==> config.mk <==
export PLATFORM = sky130hd
export DESIGN_NAME = wt_dcache_lru_upd_arb
export DESIGN_NICKNAME = d
export VERILOG_FILES = /design/src/rtl/wt_dcache_lru_upd_arb.sv
export SDC_FILE = /design/constraint.sdc
export NUM_CORES = 1
export LEC_CHECK = 0
export CORE_MARGIN = 5
export CORE_UTILIZATION = 55
export DETAILED_ROUTE_END_ITERATION = 7
export PLACE_DENSITY = 0.82
export SYNTH_ARGS = -nofsm -noshare
export SYNTH_HDL_FRONTEND = slang
export SYNTH_SLANG_ARGS = --single-unit
==> constraint.sdc <==
create_clock -name clk_i -period 8.9 [get_ports clk_i]
set_clock_uncertainty 0.05 [all_clocks]
set_input_delay 1.78 -clock clk_i [delete_from_list [all_inputs] [get_ports clk_i]]
set_output_delay 1.78 -clock clk_i [all_outputs]
set_load 0.02 [all_outputs]
==> src/rtl/wt_dcache_lru_upd_arb.sv <==
// wt_dcache_lru_upd_arb: merges per-port dcache hit events and MSHR fill
// events into one registered LRU update per cycle; fills win, hits queue.
//
// Ports:
//   clk_i, rst_i        clock, synchronous active-high reset
//   flush_i             drop all queued hit updates (drop counter kept)
//   hit_valid_i/idx/way per-port hit events (NUM_PORTS wide)
//   miss_valid_i/idx    MSHR fill event
//   lru_hit_o/idx/way   registered hit update to the LRU tracker
//   lru_miss_o/idx      registered fill update to the LRU tracker
//   fifo_full_o/empty_o hit FIFO occupancy flags (registered)
//   drop_cnt_o          saturating count of hit events that found no slot
module wt_dcache_lru_upd_arb #(
    parameter int unsigned NUM_PORTS  = 3,
    parameter int unsigned FIFO_DEPTH = 4,
    parameter int unsigned IDX_WIDTH  = 8,
    parameter int unsigned WAY_WIDTH  = 2
) (
    input  logic                                clk_i,
    input  logic                                rst_i,
    input  logic                                flush_i,
    input  logic [NUM_PORTS-1:0]                hit_valid_i,
    input  logic [NUM_PORTS-1:0][IDX_WIDTH-1:0] hit_idx_i,
    input  logic [NUM_PORTS-1:0][WAY_WIDTH-1:0] hit_way_i,
    input  logic                                miss_valid_i,
    input  logic [IDX_WIDTH-1:0]                miss_idx_i,
    output logic                                lru_hit_o,
    output logic [IDX_WIDTH-1:0]                lru_hit_idx_o,
    output logic [WAY_WIDTH-1:0]                lru_hit_way_o,
    output logic                                lru_miss_o,
    output logic [IDX_WIDTH-1:0]                lru_miss_idx_o,
    output logic                                fifo_full_o,
    output logic                                fifo_empty_o,
    output logic [15:0]                         drop_cnt_o
);

    localparam int unsigned PTR_W = $clog2(FIFO_DEPTH);
    localparam int unsigned CNT_W = PTR_W + 1;

    logic [IDX_WIDTH-1:0] idx_mem_q [FIFO_DEPTH];
    logic [IDX_WIDTH-1:0] idx_mem_d [FIFO_DEPTH];
    logic [WAY_WIDTH-1:0] way_mem_q [FIFO_DEPTH];
    logic [WAY_WIDTH-1:0] way_mem_d [FIFO_DEPTH];

    logic [PTR_W-1:0]     rd_ptr_q, rd_ptr_d;
    logic [PTR_W-1:0]     wr_ptr_q, wr_ptr_d;
    logic [CNT_W-1:0]     count_q, count_d;

    logic                 lru_hit_q, lru_hit_d;
    logic [IDX_WIDTH-1:0] lru_hit_idx_q, lru_hit_idx_d;
    logic [WAY_WIDTH-1:0] lru_hit_way_q, lru_hit_way_d;
    logic                 lru_miss_q, lru_miss_d;
    logic [IDX_WIDTH-1:0] lru_miss_idx_q, lru_miss_idx_d;
    logic [15:0]          drop_cnt_q, drop_cnt_d;

    logic [NUM_PORTS-1:0] dup;
    logic [CNT_W-1:0]     free_slots;
    logic [CNT_W-1:0]     n_enq;
    logic [15:0]          n_drop;
    logic [16:0]          drop_sum;
    logic [PTR_W-1:0]     wr_addr;
    logic                 pop;

    always_comb begin
        idx_mem_d      = idx_mem_q;
        way_mem_d      = way_mem_q;
        rd_ptr_d       = rd_ptr_q;
        wr_ptr_d       = wr_ptr_q;
        count_d        = count_q;
        lru_hit_d      = 1'b0;
        lru_hit_idx_d  = lru_hit_idx_q;
        lru_hit_way_d  = lru_hit_way_q;
        lru_miss_d     = 1'b0;
        lru_miss_idx_d = lru_miss_idx_q;
        drop_cnt_d     = drop_cnt_q;
        dup            = '0;
        n_enq          = '0;
        n_drop         = '0;
        drop_sum       = '0;
        wr_addr        = wr_ptr_q;

        // A port repeating a lower port's (idx, way) carries no new
        // information for the LRU, so it is folded away silently.
        for (int unsigned i = 1; i < NUM_PORTS; i++) begin
            for (int unsigned j = 0; j < i; j++) begin
                if (hit_valid_i[j] &&
                    hit_idx_i[j] == hit_idx_i[i] &&
                    hit_way_i[j] == hit_way_i[i]) begin
                    dup[i] = 1'b1;
                end
            end
        end

        // Slots freed by this cycle's pop are not counted as free.
        free_slots = CNT_W'(FIFO_DEPTH) - count_q;
        pop        = !miss_valid_i && (count_q != '0);

        for (int unsigned i = 0; i < NUM_PORTS; i++) begin
            if (hit_valid_i[i] && !dup[i]) begin
                if (n_enq < free_slots) begin
                    wr_addr            = wr_ptr_q + PTR_W'(n_enq);
                    idx_mem_d[wr_addr] = hit_idx_i[i];
                    way_mem_d[wr_addr] = hit_way_i[i];
                    n_enq              = n_enq + CNT_W'(1);
                end else begin
                    n_drop = n_drop + 16'd1;
                end
            end
        end

        wr_ptr_d = wr_ptr_q + PTR_W'(n_enq);
        rd_ptr_d = rd_ptr_q + PTR_W'(pop);
        count_d  = count_q + n_enq - CNT_W'(pop);

        if (miss_valid_i) begin
            lru_miss_d     = 1'b1;
            lru_miss_idx_d = miss_idx_i;
        end else if (pop) begin
            lru_hit_d     = 1'b1;
            lru_hit_idx_d = idx_mem_q[rd_ptr_q];
            lru_hit_way_d = way_mem_q[rd_ptr_q];
        end

        drop_sum   = {1'b0, drop_cnt_q} + {1'b0, n_drop};
        drop_cnt_d = drop_sum[16] ? 16'hFFFF : drop_sum[15:0];

        // Flush discards queued and incoming events; they are not drops.
        if (flush_i) begin
            rd_ptr_d   = '0;
            wr_ptr_d   = '0;
            count_d    = '0;
            lru_hit_d  = 1'b0;
            lru_miss_d = 1'b0;
            drop_cnt_d = drop_cnt_q;
        end
    end

    always_ff @(posedge clk_i) begin
        if (rst_i) begin
            rd_ptr_q       <= '0;
            wr_ptr_q       <= '0;
            count_q        <= '0;
            lru_hit_q      <= 1'b0;
            lru_hit_idx_q  <= '0;
            lru_hit_way_q  <= '0;
            lru_miss_q     <= 1'b0;
            lru_miss_idx_q <= '0;
            drop_cnt_q     <= '0;
        end else begin
            rd_ptr_q       <= rd_ptr_d;
            wr_ptr_q       <= wr_ptr_d;
            count_q        <= count_d;
            lru_hit_q      <= lru_hit_d;
            lru_hit_idx_q  <= lru_hit_idx_d;
            lru_hit_way_q  <= lru_hit_way_d;
            lru_miss_q     <= lru_miss_d;
            lru_miss_idx_q <= lru_miss_idx_d;
            drop_cnt_q     <= drop_cnt_d;
        end
    end

    // Storage needs no reset: entries are only read below count_q.
    always_ff @(posedge clk_i) begin
        idx_mem_q <= idx_mem_d;
        way_mem_q <= way_mem_d;
    end

    assign lru_hit_o      = lru_hit_q;
    assign lru_hit_idx_o  = lru_hit_idx_q;
    assign lru_hit_way_o  = lru_hit_way_q;
    assign lru_miss_o     = lru_miss_q;
    assign lru_miss_idx_o = lru_miss_idx_q;
    assign fifo_full_o    = (count_q == CNT_W'(FIFO_DEPTH));
    assign fifo_empty_o   = (count_q == '0);
    assign drop_cnt_o     = drop_cnt_q;

endmodule

==> qor.yml, run 1 <==
yosysWarnings: 0
cp-end-kind: "flip-flop"
path_class: "primary input to flip-flop"
syn_nets: 585
seqPwrFrac_pct: 28.0
overflow: 0
synthDistinctLibCells: 53
wl_per_cell_um: 17.98
wirelength_mm: 13.05
grt_pass1_vias: 4090
drtIter0Drc: 235
p_per_area_mw_per_mm2: 328.3
grt_pass1_wl_mm: 20.71
yosysSeqAreaShare_pct: 31.86
postCtsHoldBufs: 0
coreArea_mm2: 0.009240
synthCells: 521
fin_tns_setup_ns: 0
combPwrFrac_pct: 58.4
pwr-share-clk_pct: 13.6
async_reset_ff_share_pct: 0
min_from: "lru_hit_idx_o[0]"
antenna_cells: 0
p_leak_uw: 0.002654
dpl.hpwl_mm: 9.529
routed_via_density: 5.672
numCtsBuffers: 9
path_cells: "clkdlybuf4s50_1 -> xnor2_1 -> nand4_2 -> o31ai_4 -> nor2_8 -> ha_1 -> or4_1 -> o2111ai_1 -> xnor2_1 -> ha_1 -> inv_1 -> fa_1 -> inv_1 -> a21oi_1 -> or3_1 -> or2_1 -> a21oi_1"
hold_class: "flip-flop to flip-flop"
status: "completed"
yosys_register_bits: 83
cts-root-to-sink-buffers: 2
slowest_delay_ns: 0.55
relSlewSlack_pct: 38.53
ant_nets: 0
hold_viol_final: 0
initial_utilization_pct: 56.44
regToRegEndpoint: "drop_cnt_o[13]"
r2r_cells: 18
min_period_ns: 6.091
postCtsSetupBuffers: 0
worstPathMaxFanout: 11
area_growth_pct: 20.85
regToRegSetupSlack_ns: 4.28
slew_viol_final: 0
cts-root-buf: "clkbuf_8"
route.vias.total: 4118
htree_levels: 3
fp.dieW_um: 107.4
clk_pin_slew_ns: 0.08
die-height_um: 107.4
worstPathArrival_ns: 6.33
cts_tree: "done"
p_switching_uw: 800.4
min_path_cells: 2
cp.required_ns: 9.14
drive_gt1_share_pct: 16.08
setup_viol: 0
synthFlopType: "dfxtp_1"
clkSinkCount: 83
max_freq_ghz: 0.1642
place.gp.congestion: 0.8843
avgSynthCellArea_um2: 10.01
ir_worst_vdd_uv: 190.0
antenna_found_initial: 0
rsz0062_at_grt: "false"
p_sw_share_pct: 38.69
dr.pass1.iters: 5
p_int_uw: 1268
clk_latency_ns: 0.36
grt_usage_pct: 22.57
cts_resized: 0
reg2reg_from: "count_q[0]"
num-nets-final: 656
drc: 0
synth_edf_count: 0
rows: 35
dieArea_mm2: 0.01153
min_period_over_period_pct: 68.44
hold_path_end: "lru_hit_idx_o[0]"
crit_path_start_kind: "primary input"
netlist_area_mm2: 0.005215
whs_ns: 0.4067
max_cap_violations: 0
crit_slowest_cell: "clkdlybuf4s50_1"
grt_max_degree: 36
ios: 83
port_buffers: 82
tightest_slew_ns: 0.9192
worst max-delay path: cells and delay by family:
kind                       cells  cell delay, ns
AOI/OAI and AO/OA              4            0.99
and+or+nand+nor                5            1.55
buffers and inverters          3            0.67
adders and majority gates      3            0.83
xor gates and xnor gates       2            0.50
worst max path at each step:
stage / startpoint / endpoint / slack, ns
after floorplan: hit_idx_i[7] / drop_cnt_o[10] / 3.50
after global routing: hit_idx_i[5] / drop_cnt_o[13] / 2.55
after detailed placement: hit_idx_i[5] / drop_cnt_o[7] / 2.50
final: hit_idx_i[13] / drop_cnt_o[13] / 2.81
after global placement: hit_idx_i[5] / drop_cnt_o[5] / 2.64
after CTS: hit_idx_i[5] / drop_cnt_o[13] / 2.82
cells by family after synthesis:
| logic type | share of synthesized area, % |
|---|---|
| AND/OR/NAND/NOR | 12.69 |
| adder cells (fa/ha/maj) | 4.846 |
| flip-flops | 31.86 |
| buffers and inverters | 4.366 |
| XOR/XNOR | 9.261 |
| multiplexers | 29.32 |
| AO/OA/AOI/OAI | 7.654 |
flip-flops by register name (all words and copies together) (netlist names):
name / count
lru_hit_idx_o: 8
drop_cnt_o: 16
lru_miss_o: 1
lru_miss_idx_o: 8
wr_ptr_q: 2
lru_hit_way_o: 2
idx_mem_q: 32
way_mem_q: 8
rd_ptr_q: 2
lru_hit_o: 1
count_q: 3
stage by stage:
stage	cell area (um2)	setup WS, ns	cells	utilization (%)	total power [uW]
after CTS	6302	2.818	726	68.21	2069
after global placement	6103	2.636	710	66.05	1731
after detailed placement	6103	2.495	710	66.05	1789
after global routing	6302	2.553	726	68.21	2210
final	6302	2.809	726	68.21	2069
after floorplan	5215	3.499	521	-	1520
synth_stat cells (2+ instances only):
cell type  number  share of area [%]
or4_1           3               0.43
nor2_2          2               0.24
o21ai_1        10               0.96
fa_1            2               0.77
xnor2_1        35                5.9
nor4_1          3               0.36
inv_1          29                2.1
a21o_1          2               0.29
mux4_2         10                4.3
buf_1           3               0.22
o21ai_0         3               0.29
ha_1           17                4.1
xor2_1         17                2.9
mux2_1         20                4.3
nand3_1        11                1.1
and3_1          9                1.1
nor3_1          3               0.29
nand3b_1        2               0.29
nand2_1        34                2.4
mux2_4         30                8.6
nand4_1         6               0.72
buf_6           3               0.65
mux2_2         22                4.8
or3_1           4               0.48
a21oi_1        39                3.7
nor2_1         34                2.4
buf_2           2               0.19
mux2i_1        38                7.3
clkbuf_1       16                1.2
and2_1          7               0.84
dfxtp_1        83                 32
layout by cell type (no fill, tap or decap), types with 3 or more instances in the layout:
master / synthesis / final
mux2_1: 20 / 20
inv_1: 29 / 29
nand2_1: 34 / 34
nor3_1: 3 / 3
nor2_1: 34 / 34
nand4_1: 6 / 6
clkdlybuf4s50_1: 0 / 82
and2_1: 7 / 7
or4_1: 3 / 3
dfxtp_1: 83 / 83
mux2_4: 30 / 30
xnor2_1: 35 / 35
mux4_2: 10 / 10
clkbuf_8: 0 / 9
mux2_2: 22 / 22
o21ai_1: 10 / 10
mux2i_1: 38 / 38
or3_1: 4 / 4
and3_1: 9 / 9
xor2_1: 17 / 17
a21oi_1: 39 / 39
nand3_1: 11 / 11
ha_1: 17 / 17
o21ai_0: 3 / 3
power by group through the flow:
| stage | Clock (uW) | Combinational [uW] | Sequential (uW) |
|---|---|---|---|
| floorplan | 0 | 944 | 577 |
| global placement | 0 | 1150 | 579 |
| detailed placement | 0 | 1200 | 586 |
| CTS | 284 | 1210 | 578 |
| global route | 303 | 1320 | 591 |
| finish | 280 | 1210 | 580 |
area by class of cell:
class                   count  area (um2)
multi-input cells         384        3332
fillers                   714        2938
flip-flops and latches     83        1662
repair buffers             84       835.8
well taps                 129       161.4
clock buffers               9       123.9
inverters                  30       112.6
clock inverters             7       75.07
metal layers:
layer | vias up | global-route usage (%) | share of wire [%]
li1 | 1964 | - | -
met1 | 1964 | 27.94 | 42
met2 | 159 | 38.34 | 49
met3 | 31 | 4.679 | 7.0
met4 | 0 | 9.017 | 2.3
met5 | - | 0 | 0
No activity file was read; power rests on OpenSTA's default activity.
==> run 2, diff against run 1 <==
Settings changed: CORE_UTILIZATION 55 to 49, PLACE_DENSITY 0.82 to 0.77.
Clock period 8.9 ns to 5.3 ns, I/O delays scaled along.
==> run 2 against run 1 <==
Clock power up 91%. Core utilization is 4.8 points lower. Count of clock-buffer cells in the layout grew 2. First-iteration DRC count decreased by 16%. Sequential power increased by 68%. Die area is 11% higher. Critical path type unchanged. Largest cell class unchanged.
==> qor.yml, run 2 (synthesis gave the netlist of run 1 again) <==
status: "completed"  # unchanged
cp.required_ns: 5.54  # was 9.14 ns
grt_usage_pct: 21.50  # was 22.57%
clk_pin_slew_ns: 0.09  # was 0.08 ns
slowest_delay_ns: 0.50  # was 0.55 ns
wirelength_mm: 13.63  # was 13.05 mm
largest_register: "idx_mem_q"  # unchanged
path_cells: "clkdlybuf4s50_1 -> xnor2_1 -> nand4_1 -> o31ai_4 -> nor2_8 -> ha_1 -> or4_1 -> o2111ai_1 -> xnor2_1 -> ha_1 -> inv_1 -> fa_1 -> inv_1 -> a21oi_1 -> or3_1 -> or2_1 -> a21oi_1"  # was clkdlybuf4s50_1 -> xnor2_1 -> nand4_2 -> o31ai_4 -> nor2_8 -> ha_1 -> or4_1 -> o2111ai_1 -> xnor2_1 -> ha_1 -> inv_1 -> fa_1 -> inv_1 -> a21oi_1 -> or3_1 -> or2_1 -> a21oi_1
rows: 37  # was 35
p_switching_uw: 1358  # was 800.4 uW
rsz0062_at_grt: "false"  # unchanged
route.vias.total: 4231  # was 4118
hold_class: "flip-flop to flip-flop"  # unchanged
cts_tree: "done"  # unchanged
grt_pass1_vias: 4427  # was 4090
clkSinkCount: 83  # unchanged
seqPwrFrac_pct: 27.1  # was 28.0%
final_common_cell: "dfxtp_1"  # unchanged
clk_latency_ns: 0.36  # about the same
slew_viol_final: 0  # unchanged
path_class: "primary input to flip-flop"  # unchanged
dpl_worst_slack_ns: -0.1769  # was 2.495 ns
num-nets-final: 685  # was 656
crit_slowest_cell: "or4_1"  # was clkdlybuf4s50_1
dieArea_mm2: 0.01281  # was 0.01153 mm2
p_leak_uw: 0.002812  # was 0.002654 uW
relSlewSlack_pct: 40.69  # was 38.53%
largest_register_ffs: 32  # unchanged
ant_nets: 0  # unchanged
antenna_found_initial: 0  # unchanged
path_delay_family: "simple AND/OR/NAND/NOR gates"  # unchanged
area_growth_pct: 26.06  # was 20.85%
setup_viol: 0  # unchanged
min_period_ns: 5.015
worstPathArrival_ns: 5.26  # was 6.33 ns
dr.pass1.iters: 4  # was 5
antenna_cells: 0  # unchanged
cts-root-to-sink-buffers: 2  # unchanged
routed_via_density: 5.552  # was 5.672
grt_max_degree: 36  # unchanged
drive_gt1_share_pct: 20.13  # was 16.08%
fp.dieW_um: 113.2  # was 107.4 um
p_sw_share_pct: 37.84  # was 38.69%
p_int_uw: 2232  # was 1268 uW
die-height_um: 113.2  # was 107.4 um
coreArea_mm2: 0.01037  # was 0.009240 mm2
pwr-share-clk_pct: 14.9  # was 13.6%
dpl_cell_area_mm2: 0.006330  # was 0.006103 mm2
wl_per_cell_um: 17.88  # was 17.98 um
cts-root-buf: "clkbuf_8"  # unchanged
cp-end-kind: "flip-flop"  # unchanged
max_freq_ghz: 0.1994
ios: 83  # unchanged
max_cap_violations: 0  # unchanged
combPwrFrac_pct: 58.0  # was 58.4%
drtIter0Drc: 198  # was 235
hold_viol_final: 0  # unchanged
tightest_slew_ns: 0.8869  # was 0.9192 ns
numCtsBuffers: 9  # unchanged
worstPathMaxFanout: 11  # unchanged
drc: 0  # unchanged
crit_buf_inv: 3  # unchanged
place.gp.congestion: 0.8221  # was 0.8843
p_per_area_mw_per_mm2: 546.2  # was 328.3 mW/mm2
port_buffers: 82  # unchanged
min_period_over_period_pct: 94.63
postCtsSetupBuffers: 0  # unchanged
ir_worst_vdd_uv: 274.1  # was 190.0 uV
overflow: 0  # unchanged
worst_slack_ns: 0.2848  # was 2.809 ns
dpl.hpwl_mm: 10.00  # was 9.529 mm
crit_path_start_kind: "primary input"  # unchanged
grt_pass1_wl_mm: 21.97  # was 20.71 mm
layout_common_cells: "dfxtp_1 (83), clkdlybuf4s50_1 (82), a21oi_1 (39), mux2i_1 (38)"  # was dfxtp_1 (83), clkdlybuf4s50_1 (82), a21oi_1 (39), mux2i_1 (38), xnor2_1 (35)
initial_utilization_pct: 50.29  # was 56.44%
final_cell_area_mm2: 0.006574  # was 0.006302 mm2
htree_levels: 3  # unchanged
## run 2: changes by cell type in the layout (fill, tap and decap cells not counted), sizes merged
cell / delta
buf: +29
bufinv: +1
clkbuf: +2
clkinv: -2
clkinvlp: +1
inv: -2
## run 2: path summary, 6_finish.rpt
path | startpoint | to | slack (ns) | depth (start not counted)
setup / recovery | hit_idx_i[6] | drop_cnt_o[4] | 0.28 | 17
hold reg to reg | lru_hit_idx_o[4] | lru_hit_idx_o[4] | 0.41 | 2
setup reg to reg | count_q[0] | drop_cnt_o[4] | 0.85 | 18
hold / removal | lru_hit_idx_o[4] | lru_hit_idx_o[4] | 0.41 | 2
## run 2: layer usage
layer	part of all wire (%)	vias to the layer above	global-route usage (%)
met4	3.2	0	9.856
met1	41	2023	24.62
met2	49	149	37.44
met5	0	-	0
li1	-	2022	-
met3	6.6	37	5.561
## run 2: metrics by stage
| stage | utilization [%] | TNS (ns) | power [uW] | hold WS, ns | cells |
|---|---|---|---|---|---|
| 2_1_floorplan | - | 0 | 2553 | 0.4834 | 521 |
| 3_3_place_gp | 61.04 | -0.02314 | 2938 | 0.4011 | 746 |
| 3_5_place_dp | 61.04 | -1.669 | 3046 | 0.4060 | 746 |
| 4_1_cts | 63.32 | 0 | 3600 | 0.4162 | 762 |
| 5_1_grt | 63.39 | 0 | 3848 | 0.4395 | 762 |
| 6_report | 63.39 | 0 | 3590 | 0.4149 | 762 |
## run 2: power by group through the flow
stage / Clock (uW) / Sequential, uW / Combinational [uW]
after detailed placement: 0 / 987 / 2060
after global placement: 0 / 973 / 1970
after floorplan: 0 / 969 / 1580
after CTS: 544 / 972 / 2080
final: 535 / 973 / 2080
after global routing: 568 / 997 / 2280
## run 2: layout make-up
class	instances	area (um2)
Sequential cell	83	1662
Clock buffer	11	151.4
Fill cell	883	3796
Timing Repair Buffer	113	1054
Inverter	30	112.6
Clock inverter	5	85.08
Multi-Input combinational cell	384	3339
Tap cell	136	170.2
## run 2: what timing repair did
item	CTS	global route
endpoints found under the setup margin	0	4
gates resized for setup	0	1
hold buffers	0	0
## run 2: tightest hold or removal path: cells and delay by family (launching register included)
kind	cells	cell delay [ns]
AND/OR/NAND/NOR	1	0.05
flip-flops	1	0.32
AO/OA/AOI/OAI	1	0.05
